File: src/rtl/vending_controller_param.sv
// vending_controller_param: N-product vending FSM with stock, credit and chunked change.
// Optional idle-credit auto-return is compiled in with `define VEND_TIMEOUT_EN.
module vending_controller_param #(
  parameter int NUM_PRODUCTS = 4,
  parameter int PROD_W = 2,
  parameter int CREDIT_W = 6,
  parameter int MAX_CREDIT = 31,
  parameter logic [NUM_PRODUCTS*CREDIT_W-1:0] PRICE_LIST =
    {6'd12, 6'd8, 6'd5, 6'd3},
  parameter logic [4*CREDIT_W-1:0] COIN_VAL =
    {6'd10, 6'd5, 6'd2, 6'd1},
  parameter int STOCK_W = 4,
  parameter int INIT_STOCK = 8,
  parameter int CHG_W = 3,
  parameter int TIMEOUT_CYCLES = 1000
) (
  input  logic                    clk,
  input  logic                    reset,
  input  logic                    enable,
  input  logic [1:0]              coin,
  input  logic                    coin_insert,
  input  logic                    coin_return,
  input  logic [PROD_W-1:0]       product,
  input  logic                    vend_req,
  input  logic                    restock,
  output logic [PROD_W-1:0]       pro,
  output logic                    pro_valid,
  output logic [CHG_W-1:0]        change,
  output logic                    change_valid,
  output logic [CREDIT_W-1:0]     credit,
  output logic                    coin_reject,
  output logic                    vend_fail,
  output logic [NUM_PRODUCTS-1:0] sold_out,
  output logic                    busy
);

  localparam logic [CREDIT_W-1:0] MAX_CHG =
    CREDIT_W'((1 << CHG_W) - 1);
  localparam logic [STOCK_W-1:0] STOCK_RST = STOCK_W'(INIT_STOCK);
  localparam logic [CREDIT_W:0] CREDIT_LIM = (CREDIT_W+1)'(MAX_CREDIT);

  typedef enum logic [1:0] {
    S_IDLE, S_CREDIT, S_VEND, S_CHANGE
  } state_t;

  state_t state, state_n;

  logic [CREDIT_W-1:0]     credit_n;
  logic [CREDIT_W-1:0]     coin_v;
  logic [CREDIT_W-1:0]     req_price;
  logic [CREDIT_W-1:0]     sel_price;
  logic [CREDIT_W-1:0]     chunk;
  logic [CREDIT_W:0]       coin_sum;
  logic [STOCK_W-1:0]      req_stock;
  logic [PROD_W-1:0]       sel, sel_n, pro_n;
  logic [STOCK_W-1:0]      stock   [NUM_PRODUCTS];
  logic [STOCK_W-1:0]      stock_n [NUM_PRODUCTS];
  logic [NUM_PRODUCTS-1:0] sold_out_n;
  logic [CHG_W-1:0]        change_n;
  logic prod_ok, vend_ok, coin_ok, ret_act, quiet;
  logic pro_valid_n, change_valid_n, busy_n;
  logic coin_reject_n, vend_fail_n;
  logic dec, reload, tmr_hit;

  always_comb begin
    coin_v    = '0;
    req_price = '0;
    sel_price = '0;
    req_stock = '0;
    for (int k = 0; k < 4; k++)
      if (2'(k) == coin)
        coin_v = COIN_VAL[k*CREDIT_W +: CREDIT_W];
    for (int k = 0; k < NUM_PRODUCTS; k++) begin
      if (PROD_W'(k) == product) begin
        req_price = PRICE_LIST[k*CREDIT_W +: CREDIT_W];
        req_stock = stock[k];
      end
      if (PROD_W'(k) == sel)
        sel_price = PRICE_LIST[k*CREDIT_W +: CREDIT_W];
    end
  end

  assign coin_sum = {1'b0, credit} + {1'b0, coin_v};
  assign coin_ok  = enable && (coin_sum <= CREDIT_LIM);
  assign prod_ok  = int'(product) < NUM_PRODUCTS;
  assign vend_ok  = enable && prod_ok && (req_stock != '0) &&
                    (credit >= req_price);
  assign ret_act  = coin_return && (state == S_CREDIT);
  assign quiet    = !coin_insert && !vend_req && !coin_return;
  assign chunk    = (credit > MAX_CHG) ? MAX_CHG : credit;

`ifdef VEND_TIMEOUT_EN
  localparam int TMR_W = $clog2(TIMEOUT_CYCLES + 1);
  logic [TMR_W-1:0] tmr, tmr_n;

  always_comb begin
    tmr_n   = '0;
    tmr_hit = 1'b0;
    if (state == S_CREDIT && quiet) begin
      if (tmr == TMR_W'(TIMEOUT_CYCLES - 1)) tmr_hit = 1'b1;
      else tmr_n = tmr + 1'b1;
    end
  end

  always_ff @(posedge clk) begin
    if (reset) tmr <= '0;
    else tmr <= tmr_n;
  end
`else
  assign tmr_hit = 1'b0;
`endif

  always_comb begin
    state_n        = state;
    credit_n       = credit;
    sel_n          = sel;
    pro_n          = pro;
    pro_valid_n    = 1'b0;
    change_n       = change;
    change_valid_n = 1'b0;
    coin_reject_n  = 1'b0;
    vend_fail_n    = 1'b0;
    dec            = 1'b0;
    reload         = 1'b0;
    unique case (state)
      S_IDLE, S_CREDIT: begin
        if (ret_act) begin
          state_n       = S_CHANGE;
          coin_reject_n = coin_insert;
          vend_fail_n   = vend_req;
        end else if (vend_req) begin
          coin_reject_n = coin_insert;
          if (vend_ok) begin
            state_n     = S_VEND;
            sel_n       = product;
            pro_n       = product;
            pro_valid_n = 1'b1;
          end else begin
            vend_fail_n = 1'b1;
          end
        end else if (coin_insert) begin
          if (coin_ok) begin
            credit_n = coin_sum[CREDIT_W-1:0];
            state_n  = S_CREDIT;
          end else begin
            coin_reject_n = 1'b1;
          end
        end else if (tmr_hit) begin
          state_n = S_CHANGE;
        end
        reload = restock && (state == S_IDLE);
      end
      S_VEND: begin
        credit_n      = credit - sel_price;
        dec           = 1'b1;
        state_n       = (credit_n != '0) ? S_CHANGE : S_IDLE;
        coin_reject_n = coin_insert;
        vend_fail_n   = vend_req;
      end
      S_CHANGE: begin
        change_n       = chunk[CHG_W-1:0];
        change_valid_n = 1'b1;
        credit_n       = credit - chunk;
        if (credit_n == '0) state_n = S_IDLE;
        coin_reject_n  = coin_insert;
        vend_fail_n    = vend_req;
      end
      default: state_n = S_IDLE;
    endcase
    busy_n = (state_n == S_VEND) || (state_n == S_CHANGE);
  end

  // stock never wraps; sold_out tracks the post-update counters
  always_comb begin
    for (int i = 0; i < NUM_PRODUCTS; i++) begin
      stock_n[i] = stock[i];
      if (reload)
        stock_n[i] = STOCK_RST;
      else if (dec && PROD_W'(i) == sel && stock[i] != '0)
        stock_n[i] = stock[i] - 1'b1;
      sold_out_n[i] = (stock_n[i] == '0);
    end
  end

  always_ff @(posedge clk) begin
    if (reset) begin
      state        <= S_IDLE;
      credit       <= '0;
      sel          <= '0;
      pro          <= '0;
      pro_valid    <= 1'b0;
      change       <= '0;
      change_valid <= 1'b0;
      coin_reject  <= 1'b0;
      vend_fail    <= 1'b0;
      busy         <= 1'b0;
      for (int i = 0; i < NUM_PRODUCTS; i++) begin
        stock[i]    <= STOCK_RST;
        sold_out[i] <= (STOCK_RST == '0);
      end
    end else begin
      state        <= state_n;
      credit       <= credit_n;
      sel          <= sel_n;
      pro          <= pro_n;
      pro_valid    <= pro_valid_n;
      change       <= change_n;
      change_valid <= change_valid_n;
      coin_reject  <= coin_reject_n;
      vend_fail    <= vend_fail_n;
      busy         <= busy_n;
      for (int i = 0; i < NUM_PRODUCTS; i++)
        stock[i] <= stock_n[i];
      sold_out     <= sold_out_n;
    end
  end

endmodule

File: config.mk
export PLATFORM = sky130hd
export DESIGN_NAME = vending_controller_param
export DESIGN_NICKNAME = d
export VERILOG_FILES = /design/src/rtl/vending_controller_param.sv
export SDC_FILE = /design/constraint.sdc
export NUM_CORES = 1
export LEC_CHECK = 0
export ABC_AREA = 1
export ABC_CLOCK_PERIOD_IN_PS = 4700
export BUFFER_PORTS_ARGS = -buffer_cell sky130_fd_sc_hd__buf_2
export CAP_MARGIN = 20
export CORE_MARGIN = 4
export CORE_UTILIZATION = 45
export DETAILED_ROUTE_END_ITERATION = 7
export PLACE_DENSITY_LB_ADDON = 0.12
export SLEW_MARGIN = 20
export SYNTH_ARGS = -nofsm -noshare
export SYNTH_HDL_FRONTEND = slang
export SYNTH_SLANG_ARGS = --single-unit
File: constraint.sdc
create_clock -name clk -period 4.7 [get_ports clk]
set_clock_uncertainty 0.1 [all_clocks]
set_input_delay 0.705 -clock clk [delete_from_list [all_inputs] [get_ports clk]]
set_output_delay 0.705 -clock clk [all_outputs]
set_load 0.005 [all_outputs]
==> reports/qor.txt <==
Die area - 7270 um2
Num ports - 31
Slowest CP cell - fa_1
Fmax - 409 MHz
Met1 usage - 0.248
Synth top area share - 0.283
DR vias/cell - 5.04
Initial antenna violation count - 0
Vias in the first global route - 2407
Num CTS Buffers - 5
RD Place Congestion - 0.839
Crit path max fanout - 7
Unrepaired setup endpoints after global routing - false
CP startpoint - coin[0]
Final Power - 0.984 mW
Detail Route Antenna Nets - 0
Critical Path End Type - flip-flop
Most frequent cells in the layout - nand2_1 (84), inv_1 (51), nor2_1 (51), dfxtp_1 (38), nand3_1 (35)
Cell variety after synth - 41
Post-synth ARST share - 0
# setup viols final - 0
DRC violations left - 0
Reg-to-reg setup timing slack - 2.35 ns
Sequential share of the synthesized area - 0.283
Syn Inst Count - 390
Worst r2r src - credit[0]$_SDFFE_PP0P_
H-tree levels - 2
Part of the cycle the worst path needs - 0.521
Mapped Nets - 420
Nets@finish - 451
Max-Cap Viols - 0
Gr busiest metal - met2
CTS resizes - 0
Antenna cells - 0
Die X - 85.3 um
Setup tns final - 0 ns
Initial DRC Count - 104
Pwr Density - 329 nW/um2
CP Cell Sequence - buf_2, inv_1, ha_1, fa_1, inv_1, nor2_1, nor2_1, nor2_2, a21oi_4, nand4_4, nand2_4, nand2_1, a21oi_2
Via count - 2490
Share of cells above drive strength 1 - 0.199
Overall routed net length - 6.34 mm
Reg clk slew, reported paths - 0.07 ns
Leak - 1.49 nW
Worst-Skew Late Latency - 0.29 ns
Post-detail-place hpwl - 4.93 mm
Yosys warnings - 0
# hold bufs at CTS - 0
Fin. Hold Viols - 0
Area Overhead vs Synth - 11.2%
Startpoint types - primary input
Slew headroom - 0.617
Flip-flop and latch count after synthesis - 38
Filler instances - 558
Core box area - 5640 um2
Clock buffer depth - 2
Most common cell after layout, fill and taps aside - nand2_1
Synth Flop Type - dfxtp_1
Syn_area_per_cell - 6.89 um2
CTS tree - done
Post-synth EDFFs - 0
Site Rows - 27
Minimum clock period - 2.45 ns
Detailed Routing Iterations Pass 1 - 4
Max incr delay on CP - 0.43 ns
TritonCTS Sinks - 38
Critical Path AT - 2.56 ns
Crit Path Class - primary input to flip-flop
WP data required - 4.82 ns
Status - completed
Aggregate global routing overflow - 0
Total global-route track usage - 0.182
Hold path startpoint - stock[1][3]$_SDFF_PP1_
Avg WL per Cell - 12.8 um
Worst Tran Pin Value - 0.573 ns
Synthesized area - 2690 um2
Reg2reg end - state[0]$_SDFF_PP0_
Hold WC Path Type - flip-flop to flip-flop
WHS Path Cells - 2
Pins Over Slew Limit - 0
Met3 usage - 0.0350
First-pass GRT wire length - 11.0 mm
Initial Util - 0.476
Root buffer cell - clkbuf_8
Die H - 85.3 um
Hold Crit Endpoint - stock[1][3]$_SDFF_PP1_
Input/output buffers - 30
Top post-synthesis cells by area - dfxtp_1 (28%), nand2_1 (12%), ha_1 (7.9%)
R2R depth - 10
Largest net degree at the start of global routing - 27
Post-CTS Setup Bufs - 0
Met2 Resource Use GR - 0.300
Peak supply drop - 0.000188 V
Synth area leader - dfxtp_1
## registers in the layout, indices dropped and copies added (netlist names)
register / count
sold_out: 4
state: 2
sel: 2
pro_valid: 1
coin_reject: 1
stock: 16
busy: 1
change: 3
change_valid: 1
credit: 6
vend_fail: 1
## kinds of logic after synthesis
kind of cell,count (synthesis),synth area share
xor+xnor,1,0.00326
simple gates,206,0.384
flops,38,0.283
compound gates,55,0.131
buf+inv,71,0.105
fa+ha+maj,19,0.0940
## worst max-delay path: cells and delay by family
kind	cells	cell delay (ns)
AND/OR/NAND/NOR	6	0.61
AO/OA/AOI/OAI	2	0.30
adder cells (fa/ha/maj)	2	0.68
buffers and inverters	3	0.26
## synth_stat cells, types with 2 or more instances
cell type	n
nor3_4	2
inv_1	51
clkbuf_1	2
a31oi_1	3
nor3_1	3
nand3_4	2
nand4_1	6
o21bai_1	3
buf_1	2
inv_2	10
ha_1	17
a21oi_2	3
o21ai_0	8
fa_1	2
nor3_2	2
a21oi_1	15
nand4_4	2
nand3_2	3
o211ai_1	7
o21ai_1	11
dfxtp_1	38
nand2_2	6
nand3_1	35
clkinv_2	3
nand2_1	84
nand2_4	5
nor2_1	51
## layer usage
metal,vias up,share of wire
met2,44,0.46
met1,1103,0.48
met3,9,0.051
li1,1334,-
met4,0,0.011
met5,-,0
## power by group
part	internal (mW)	leakage, nW	total [mW]	switching [mW]
clock network	0.118	0.0482	0.231	0.112
registers	0.345	0.308	0.379	0.0346
logic	0.133	1.14	0.375	0.241
total	0.596	1.49	0.984	0.388
## worst max path at each step
stage	end	slack, ns	depth (start not counted)
CTS	credit[0]$_SDFFE_PP0P_	2.25	13
global route	credit[0]$_SDFFE_PP0P_	2.08	13
detailed placement	credit[0]$_SDFFE_PP0P_	1.96	13
finish	credit[0]$_SDFFE_PP0P_	2.25	13
global placement	credit[4]$_SDFFE_PP0P_	2.01	13
floorplan	credit[0]$_SDFFE_PP0P_	2.30	12
## metrics by stage
stage	cell area, um2	util	cells	hold slack (ns)	setup WS [ns]
finish	2990	0.530	494	0.361	2.25
global route	2990	0.530	494	0.379	2.08
CTS	2990	0.530	494	0.361	2.25
detailed placement	2900	0.513	486	0.350	1.96
global placement	2900	0.513	486	0.346	2.01
floorplan	2690	-	390	0.333	2.30
## final cells by class
class | count | area (um2) | share of cell area
multi-input combinational | 281 | 1650 | 0.551
sequential | 38 | 761 | 0.255
inverter | 65 | 250 | 0.0838
timing repair buffer | 30 | 150 | 0.0503
tap | 72 | 90.1 | 0.0302
clock buffer | 7 | 86.3 | 0.0289
clock inverter | 1 | 5.00 | 0.00168
Note: power is estimated with default switching activity, not from simulation.
